## config.mk

```make
export PLATFORM = sky130hd
export DESIGN_NAME = io_input_ctrl
export DESIGN_NICKNAME = d
export VERILOG_FILES = /design/src/rtl/io_pkg.sv /design/src/rtl/io_debouncer.sv /design/src/rtl/io_input_ctrl.sv
export SDC_FILE = /design/constraint.sdc
export NUM_CORES = 1
export LEC_CHECK = 0
export BUFFER_PORTS_ARGS = -buffer_cell sky130_fd_sc_hd__buf_2
export CAP_MARGIN = 20
export CORE_MARGIN = 3
export CORE_UTILIZATION = 50
export CTS_CLUSTER_DIAMETER = 30
export DETAILED_ROUTE_END_ITERATION = 8
export GPL_TIMING_DRIVEN = 1
export PLACE_DENSITY = 0.78
export SLEW_MARGIN = 15
export SYNTH_ARGS = -nofsm -noshare
export SYNTH_HDL_FRONTEND = slang
export SYNTH_SLANG_ARGS = --single-unit
```

## constraint.sdc

```tcl
create_clock -name clk -period 2.75 [get_ports clk]
set_input_delay 0.275 -clock clk [delete_from_list [all_inputs] [get_ports clk]]
set_output_delay 0.275 -clock clk [all_outputs]
set_load 0.01 [all_outputs]
```

## src/rtl/io_pkg.sv

```systemverilog
// Shared constants and FSM state encoding for the IN-instruction input controller.
package io_pkg;

  localparam int unsigned DATA_WIDTH          = 32;
  localparam int unsigned SW_WIDTH_DEF        = 16;
  localparam int unsigned DEBOUNCE_CYCLES_DEF = 4;

  typedef logic [1:0] io_state_t;

  localparam io_state_t StIdle        = 2'd0;
  localparam io_state_t StWaitPress   = 2'd1;
  localparam io_state_t StWaitRelease = 2'd2;
  localparam io_state_t StDone        = 2'd3;

endpackage

```

## src/rtl/io_debouncer.sv

```systemverilog
// Two-flop synchronizer plus counter debouncer; emits the clean level and a rise pulse.
module io_debouncer
  import io_pkg::*;
#(
  parameter int unsigned DEBOUNCE_CYCLES = DEBOUNCE_CYCLES_DEF
) (
  input  logic clk,
  input  logic reset,
  input  logic raw,
  output logic level,
  output logic rise
);

  logic        sync1_q, sync2_q;
  logic        level_q, level_d;
  logic        rise_q, rise_d;
  logic [15:0] cnt_q, cnt_d;

  // Counter only runs while the synchronized input disagrees with the clean level.
  always_comb begin
    level_d = level_q;
    rise_d  = 1'b0;
    cnt_d   = '0;
    if (sync2_q != level_q) begin
      if (cnt_q == 16'(DEBOUNCE_CYCLES - 1)) begin
        level_d = sync2_q;
        rise_d  = sync2_q;
      end else begin
        cnt_d = cnt_q + 16'd1;
      end
    end
  end

  always_ff @(posedge clk or posedge reset) begin
    if (reset) begin
      sync1_q <= 1'b0;
      sync2_q <= 1'b0;
      level_q <= 1'b0;
      rise_q  <= 1'b0;
      cnt_q   <= '0;
    end else begin
      sync1_q <= raw;
      sync2_q <= sync1_q;
      level_q <= level_d;
      rise_q  <= rise_d;
      cnt_q   <= cnt_d;
    end
  end

  assign level = level_q;
  assign rise  = rise_q;

endmodule

```

## src/rtl/io_input_ctrl.sv

```systemverilog
// IN-instruction controller: stalls the pipeline until a debounced confirm press captures switches.
// Define IO_INPUT_SIGN_EXT_EN to sign-extend the switch word; default build zero-extends.
module io_input_ctrl
  import io_pkg::*;
#(
  parameter int unsigned SW_WIDTH        = SW_WIDTH_DEF,
  parameter int unsigned DEBOUNCE_CYCLES = DEBOUNCE_CYCLES_DEF
) (
  input  logic                  clk,
  input  logic                  reset,
  input  logic                  in_req,
  input  logic [SW_WIDTH-1:0]   switches,
  input  logic                  enter_btn,
  output logic [DATA_WIDTH-1:0] data_io,
  output logic                  stall,
  output logic                  in_done
);

  io_state_t             state_q, state_d;
  logic [DATA_WIDTH-1:0] data_q, data_d;
  logic [DATA_WIDTH-1:0] sw_ext;
  logic                  btn_clean, btn_rise;

  io_debouncer #(
    .DEBOUNCE_CYCLES (DEBOUNCE_CYCLES)
  ) u_debouncer (
    .clk   (clk),
    .reset (reset),
    .raw   (enter_btn),
    .level (btn_clean),
    .rise  (btn_rise)
  );

`ifdef IO_INPUT_SIGN_EXT_EN
  assign sw_ext = DATA_WIDTH'($signed(switches));
`else
  assign sw_ext = DATA_WIDTH'(switches);
`endif

  // Dropping in_req while waiting is a pipeline flush and takes priority over the button.
  always_comb begin
    state_d = state_q;
    data_d  = data_q;
    case (state_q)
      StIdle: if (in_req) state_d = StWaitPress;
      StWaitPress: begin
        if (!in_req) begin
          state_d = StIdle;
        end else if (btn_rise) begin
          data_d  = sw_ext;
          state_d = StWaitRelease;
        end
      end
      StWaitRelease: begin
        if (!in_req) state_d = StIdle;
        else if (!btn_clean) state_d = StDone;
      end
      default: state_d = StIdle;
    endcase
  end

  always_ff @(posedge clk or posedge reset) begin
    if (reset) begin
      state_q <= StIdle;
      data_q  <= '0;
    end else begin
      state_q <= state_d;
      data_q  <= data_d;
    end
  end

  assign data_io = data_q;
  assign in_done = (state_q == StDone);
  assign stall   = ((state_q == StIdle) && in_req) || (state_q == StWaitPress) ||
                   (state_q == StWaitRelease);

endmodule
```

Yosys cells after proc, flatten, opt, wreduce, memory -nomap -nowiden
Index checks and enable logic that the tools add are counted. W data, S select, Z words.

Eq/ne operators: 8. Reduce and logical (&&, ||, !) cells: 7. Add/sub/neg operators: 1. Muxes and demuxes: 10.

Operators by type and width (count): $mux W16 (2); $add A16 B1 Y16 const B (1); $eq A16 B2 Y1 const B (1); $mux W2 (5); $pmux W2 S3 (1); $reduce_and A3 Y1 (2); $eq A2 B2 Y1 const B (2); $ne A3 B2 Y1 const B (1); $ne A3 B3 Y1 const B (1); $eq A2 B1 Y1 const B (1); $logic_not A2 Y1 (1); $logic_or A1 B1 Y1 (2); $mux W1 (2); $ne A2 B2 Y1 const B (1); $reduce_and A2 Y1 (1); $logic_and A1 B1 Y1 (1); $ne A1 B1 Y1 (1).

Word-level logic and storage cells: 33. Output and inout bits: 34. Register bits after elaboration: 38. Input bits: 20.

Longest topological paths before layout
Gate-level depths: netlist of the first run.

Depth in word-level cells: 4. Depth in mapped cells: 6.

Modules after synthesis
From an unflattened synthesis of the first run, not the netlist that was laid out.

Cells, all modules: 150. Area total of the unflattened synthesis: 1828.0 sq um.

By module, submodules not included: io_debouncer (area an instance 944.7 sq um, seq. area each 500.5 sq um, instances 1, cells an instance 87); io_input_ctrl (area an instance 883.3 sq um, seq. area each 450.4 sq um, instances 1, cells an instance 63).

Worst setup path before layout of the first run
No wires, ideal clock.

Path type: register -> register. From: register u_debouncer.cnt_q[0]. To: register u_debouncer.cnt_q[10]. Stages on the path, launching flop included: 7. Path slack: 1.324 ns. Data arrival time: 1.307 ns. Required time: 2.631 ns. Buffers on the path: 1. Cells stage by stage: dfrtp_1 > ha_1 > nor4b_2 > nand4_1 > nand2_2 > buf_6 > nor2_1.

Word-level cells in the longest chain between the ends: 3. Elaborated cells between the ends (all ways): 4. Those cells by class: 1 x add/sub; 1 x eq/ne; 2 x mux.

Ends and longest elaborated chain: start, declared (RTL line io_debouncer.sv:17) `logic [15:0] cnt_q, cnt_d;`; start signal, assigned (RTL line io_debouncer.sv:46) `cnt_q <= cnt_d;`; $add A16 B1 Y16 / $eq A16 B2 Y1 (equally long branches) (RTL line io_debouncer.sv:29, io_debouncer.sv:25); $mux W16 * (RTL line io_debouncer.sv:25) `if (cnt_q == 16'(DEBOUNCE_CYCLES - 1)) begin`; $mux W16 * (RTL line io_debouncer.sv:24) `if (sync2_q != level_q) begin`; named net u_debouncer.cnt_d[10] (RTL line io_debouncer.sv:17).

The timed path passes the listed nets; every way through them passes the cells marked *. A chain may end at the register's enable or synchronous reset.

Final worst setup path of the first run
From: register u_debouncer.cnt_q[0]. To: register u_debouncer.cnt_q[3].

The elaborated chain is that of the path after synthesis.

==> impl_metrics.ini, run 1 <==
[worst_setup_path]
cp_slowest_stage_delay_ps = 420
crit_slowest_cell = dfrtp_1
path_cells = ha_1 > nor4b_2 > nand4_1 > nand2_2 > nor2_1
required_ps = 2960
worst_r2r_path_depth = 5
critPathKind = flop to flop
critPathLaunchType = flop
critPathCaptureType = flop
arrival_ps = 1870
path_max_fanout = 15

[sta]
worst_pin_slew_ps = 794.3
period_needed_ps = 1665
slew_violations = 0
fmax_ghz = 0.6007
slew_headroom_pct = 46.99
whs_ps = 80.25
period_share_pct = 60.53
setup_tns_ps = 0
fin_skew_ps = 9.049
rsz0062_at_grt = false
setup_viol = 0
hold_viol = 0

[die]
die_x_um = 65.70
start_util_pct = 52.57
coreArea_sq_um = 3390
rows = 21
dieHeight_um = 65.70
io_pins = 54
die-area_sq_um = 4316

[layout]
n_antenna_cell = 0
fin_nets = 214
multi_input_area_sq_um = 730.7
instances_no_fill = 240
fillCellCount = 272
syn_to_final_growth_pct = 16.08
fin_area_sq_um = 2068
regArea_sq_um = 950.9
drive_gt1_share_pct = 35.05

[yosys]
avgSynthCellArea_sq_um = 11.80
synth_area_sq_um = 1782
syn_inst = 151
ys_ff_latch = 38
synth_flop_cell = dfrtp_1
yosysSeqAreaShare_pct = 53.37
synth_edf_count = 0
synth-async-reset-ratio_pct = 100.0
synth_cell_types = 29
synth_warnings = 0

[cts]
cts_tree = done
cts_hold_buffers = 0
path_clk_slew_ps = 110
cts_buffers = 5
cts-root-buf = clkbuf_4
cts.sinks = 38
cts_resized = 0
h-tree-depth = 2
clockBufferDepth = 2
post_cts_buffers = 0
clk_latency_ps = 330

[power]
power_leakage_nw = 1.043
p_per_area_nw_per_um2 = 783.3
peakVddDrop_v = 0.0005444

[grt]
grt.total_usage_pct = 16.14
grt_antenna_before_repair = 0
grt_pass1_wl_um = 5333
grt_max_degree = 23
grt.overflow.total = 0
grt_pass1_vias = 1191

[placed_design]
place.gp.congestion = 0.8652
portBuffers = 37
dp_hpwl_um = 2329
placed_cells = 231
placed_area_sq_um = 1947

[detailed_routing]
vias = 1178
wire_per_inst_um = 12.73
route.detailed.drc = 0
via_per_inst = 4.908
drtIter0Drc = 60
drtAntennaViolNets = 0
dr.pass1.iters = 4
wl_um = 3055

[hold_path]
min_path_type = primary input to asynchronous set/reset pin

[flow_run]
drv_cap = 0

[status]
status = complete, no violations
[state kept, by name, summed over array words and instances, names as in the netlist]
register and count:
u_debouncer.cnt_q 16, data_io 16, u_debouncer.rise 1, u_debouncer.sync2_q 1
u_debouncer.level 1, u_debouncer.sync1_q 1, state_q 2
[where the power goes]
part	switching (mW)	internal [mW]	leakage (nW)	total, mW
Sequential	0.0828	0.679	0.513	0.762
Combinational	0.197	0.177	0.472	0.374
Clock	0.176	0.308	0.0585	0.484
[cells by family after synthesis]
group / Yosys count / synth area share (%)
xor+xnor: 15 / 7.373
other cells: 1 / 0.2105
flops: 38 / 53.37
fa+ha+maj: 1 / 0.7021
compound gates: 2 / 0.7021
mux: 18 / 11.31
simple gates: 53 / 17.56
buf+inv: 23 / 8.778
[critical path: cells and delay by family, from the launching register on]
family | cells | cell delay (ps)
flops | 1 | 420
simple gates | 4 | 860
fa+ha+maj | 1 | 270
[final timing paths]
path / startpoint / endpoint / slack (ps)
min reg2reg: u_debouncer.sync1_q / u_debouncer.sync2_q / 360
max in group asynchronous: reset / u_debouncer.cnt_q[9] / 1960
min: reset / data_io[11] / 80
max: u_debouncer.cnt_q[0] / u_debouncer.cnt_q[3] / 1090
min in group clk: switches[1] / data_io[1] / 150
max reg2reg: u_debouncer.cnt_q[0] / u_debouncer.cnt_q[3] / 1090
[cell usage in the layout (no fill, tap or decap), types with 5 or more instances in the layout]
cell and count:
mux2_2 14, nand3_1 5, xnor2_1 11, nor3_1 6, buf_2 37, conb_1 16
clkbuf_4 5, nor2_1 19, dfrtp_1 38
[metal layers]
metal,vias up,track usage [%],part of all wire (%)
met1,570,20.88,43
met2,43,25.78,51
met3,2,5.299,5.7
met4,0,4.663,0.29
li1,563,-,-
met5,-,0,0
[metrics by stage]
step	total power [mW]	utilization [%]	setup WS, ps
after global placement	1.124	57.44	1238
after detailed placement	1.149	57.44	1125
after floorplan	1.025	-	1324
final	1.620	61.02	1085
after CTS	1.641	60.72	1098
after global routing	1.725	61.02	931.7
[cells in the mapped netlist (all sizes together) (2+ instances only)]
library cell  number  area [sq um]
buf               19         141.4
xor2               4         35.03
dfrtp             38         950.9
mux2              17         191.4
nor3               6         30.03
nor2              19         71.32
xnor2             11         96.34
nand3              5         25.02
and2               2         12.51
nand4              6         50.04
inv                4         15.01
nand2              5         21.27
nor4               5         50.05
[cell type report]
| class | count | share of cell area (%) |
|---|---|---|
| Multi-Input combinational cell | 105 | 35.33 |
| Sequential cell | 38 | 45.98 |
| Timing Repair Buffer | 39 | 9.800 |
| Clock buffer | 6 | 2.480 |
| Clock inverter | 2 | 2.904 |
| Inverter | 4 | 0.7260 |
| Tap cell | 46 | 2.783 |
(Power assumes the default switching activity.)
==> run 2, diff against run 1 <==
Settings changed: ABC_AREA from default to 1, PLACE_DENSITY 0.78 to 0.77.
Clock period 2.75 ns to 1.6 ns, I/O delays scaled along.
==> run 2 against run 1 <==
Net effect: first-iteration DRC count fell by 3.3%; worst hold slack improved by 20 ps; clock power rose by 97%; critical path type unchanged; die area rose by 5.7%; critical path depth rose by 3; area after synthesis rose by 6.3%; count of clock-buffer cells in the layout fell by 1; fmax rose by 28%; clock skew fell by 6.3 ps; cell count rose by 36%; setup slack got worse by 790 ps; sequential share of layout area fell by 3.4 points; critical endpoint is now u_debouncer.cnt_q[10].
==> impl_metrics.ini, run 2 <==
[status]
status = complete, no violations

[detailed_routing]
vias = 1478
wire_per_inst_um = 10.05
wl_um = 3275
dr.pass1.iters = 4
via_per_inst = 4.534
route.detailed.drc = 0
drtAntennaViolNets = 0
drtIter0Drc = 58

[yosys]
ys_ff_latch = 38
yosysSeqAreaShare_pct = 50.23
avgSynthCellArea_sq_um = 8.056
synth.largest_area_cell = dfrtp_1
synthMostInstantiatedCell = nand2_1
synth_common_cells = nand2_1, dfrtp_1, inv_1
synth-async-reset-ratio_pct = 100.0
synthTopCellsByArea = dfrtp_1, nand2_1, inv_1
synth_cell_types = 25
synth_top_area_share_pct = 50.23
synth_edf_count = 0
synth_warnings = 0
syn_inst = 235
synth_flop_cell = dfrtp_1
synth_area_sq_um = 1893

[die]
start_util_pct = 54.17
die-area_sq_um = 4560
die_x_um = 67.53
dieHeight_um = 67.53
io_pins = 54
rows = 21
coreArea_sq_um = 3495

[worst_setup_path]
reg2reg_to = u_debouncer.cnt_q[10]
cp_slowest_stage_delay_ps = 390
endpoint = u_debouncer.cnt_q[10]
reg2reg_slack_ps = 300
required_ps = 1780
crit_start = u_debouncer.cnt_q[0]
crit_slowest_cell = dfrtp_1
worst_r2r_path_depth = 8
path_max_fanout = 5
critPathLaunchType = flop
arrival_ps = 1480
critPathKind = flop to flop
r2r-start = u_debouncer.cnt_q[0]
path_cells = ha_1 > nand3_1 > inv_1 > nand2_2 > inv_1 > nand3_1 > nand2_1 > nor2_1
critPathCaptureType = flop

[sta]
period_share_pct = 81.33
slew_violations = 0
rsz0062_at_grt = false
fmax_ghz = 0.7685
fin_skew_ps = 2.721
setup_tns_ps = 0
whs_ps = 100.7
setup_viol = 0
hold_viol = 0
period_needed_ps = 1301

[layout]
final_core_util_pct = 63.87
instances_no_fill = 326
fin_nets = 300
final_common_cell = nand2_1
drive_gt1_share_pct = 21.43
n_antenna_cell = 0
fillCellCount = 317
syn_to_final_growth_pct = 17.91
final_cell_mix = nand2_1, inv_1, dfrtp_1

[cts]
clockBufferDepth = 2
cts.sinks = 38
path_clk_slew_ps = 70
post_cts_buffers = 0
h-tree-depth = 2
cts-root-buf = clkbuf_8
cts_buffers = 5
cts_tree = done
clk_latency_ps = 280

[placed_design]
place.gp.congestion = 0.8612
portBuffers = 37
placed_cells = 316
dp_hpwl_um = 2507

[flow_run]
drv_cap = 0

[power]
p_per_area_nw_per_um2 = 1317
total_power_mw = 2.939
peakVddDrop_v = 0.0007617
power_leakage_nw = 1.195

[grt]
grt_pass1_vias = 1410
grt.overflow.total = 0
grt_max_degree = 39
grt.total_usage_pct = 16.69
grt_antenna_before_repair = 0
grt_pass1_wl_um = 5727

[hold_path]
min_path_type = primary input to flop
## run 2: cell families (layout without fill, tap and decap cells)
logic type,after synthesis,count (layout),share of synthesized area [%]
buffers and inverters,59,89,15.14
other,1,16,0.1981
AOI/OAI and AO/OA,24,24,6.543
adders and majority gates,1,1,0.6608
and+or+nand+nor,107,107,24.92
xor gates and xnor gates,5,5,2.314
DFF,38,38,50.23
## run 2: through the flow
step / cell area (sq um) / worst slack, ps
CTS: 2232 / 281.4
global route: 2232 / 165.7
global placement: 2074 / 356.4
finish: 2232 / 298.7
detailed placement: 2074 / 318.7
floorplan: 1949 / 403.2
## run 2: cell type report
type                       instances  area (sq um)  area share [%]
multi-input combinational        153         711.9           31.89
timing repair buffer              42         227.7           10.20
inverter                          39         146.4           6.558
sequential                        38         950.9           42.60
clock buffer                       5         68.82           3.083
tap                               46         57.56           2.578
clock inverter                     3         68.82           3.083
## run 2: worst max-delay path: cells and delay by family, from the launching register on
family,cells,cell delay (ps)
adders and majority gates,1,220
and+or+nand+nor,5,370
DFF,1,390
buffers and inverters,2,210
## run 2: how the worst min path moves through the flow
| stage | slack, ps | end | start | depth (start not counted) |
|---|---|---|---|---|
| after global placement | 270 | u_debouncer.sync1_q | enter_btn | 1 |
| after CTS | 90 | data_io[9] | switches[9] | 3 |
| after floorplan | 190 | u_debouncer.sync1_q | enter_btn | 0 |
| after detailed placement | 270 | u_debouncer.sync1_q | enter_btn | 1 |
| final | 100 | data_io[9] | switches[9] | 3 |
| after global routing | 100 | data_io[13] | switches[13] | 3 |
## run 2: routing by layer
| metal | global-route usage, % | part of all wire, % |
|---|---|---|
| met1 | 19.70 | 43 |
| met2 | 28.55 | 48 |
| met3 | 4.326 | 7.1 |
| met4 | 7.089 | 1.5 |
| met5 | 0 | 0 |
## run 2: power by group
group	switching [mW]	total (mW)	internal (mW)
Sequential	0.130	1.29	1.16
Combinational	0.405	0.694	0.290
Clock	0.329	0.953	0.624
## run 2: timing repair
action	CTS	global route
resized for setup	0	0
endpoints found under the hold margin	39	0
hold buffers	2	0
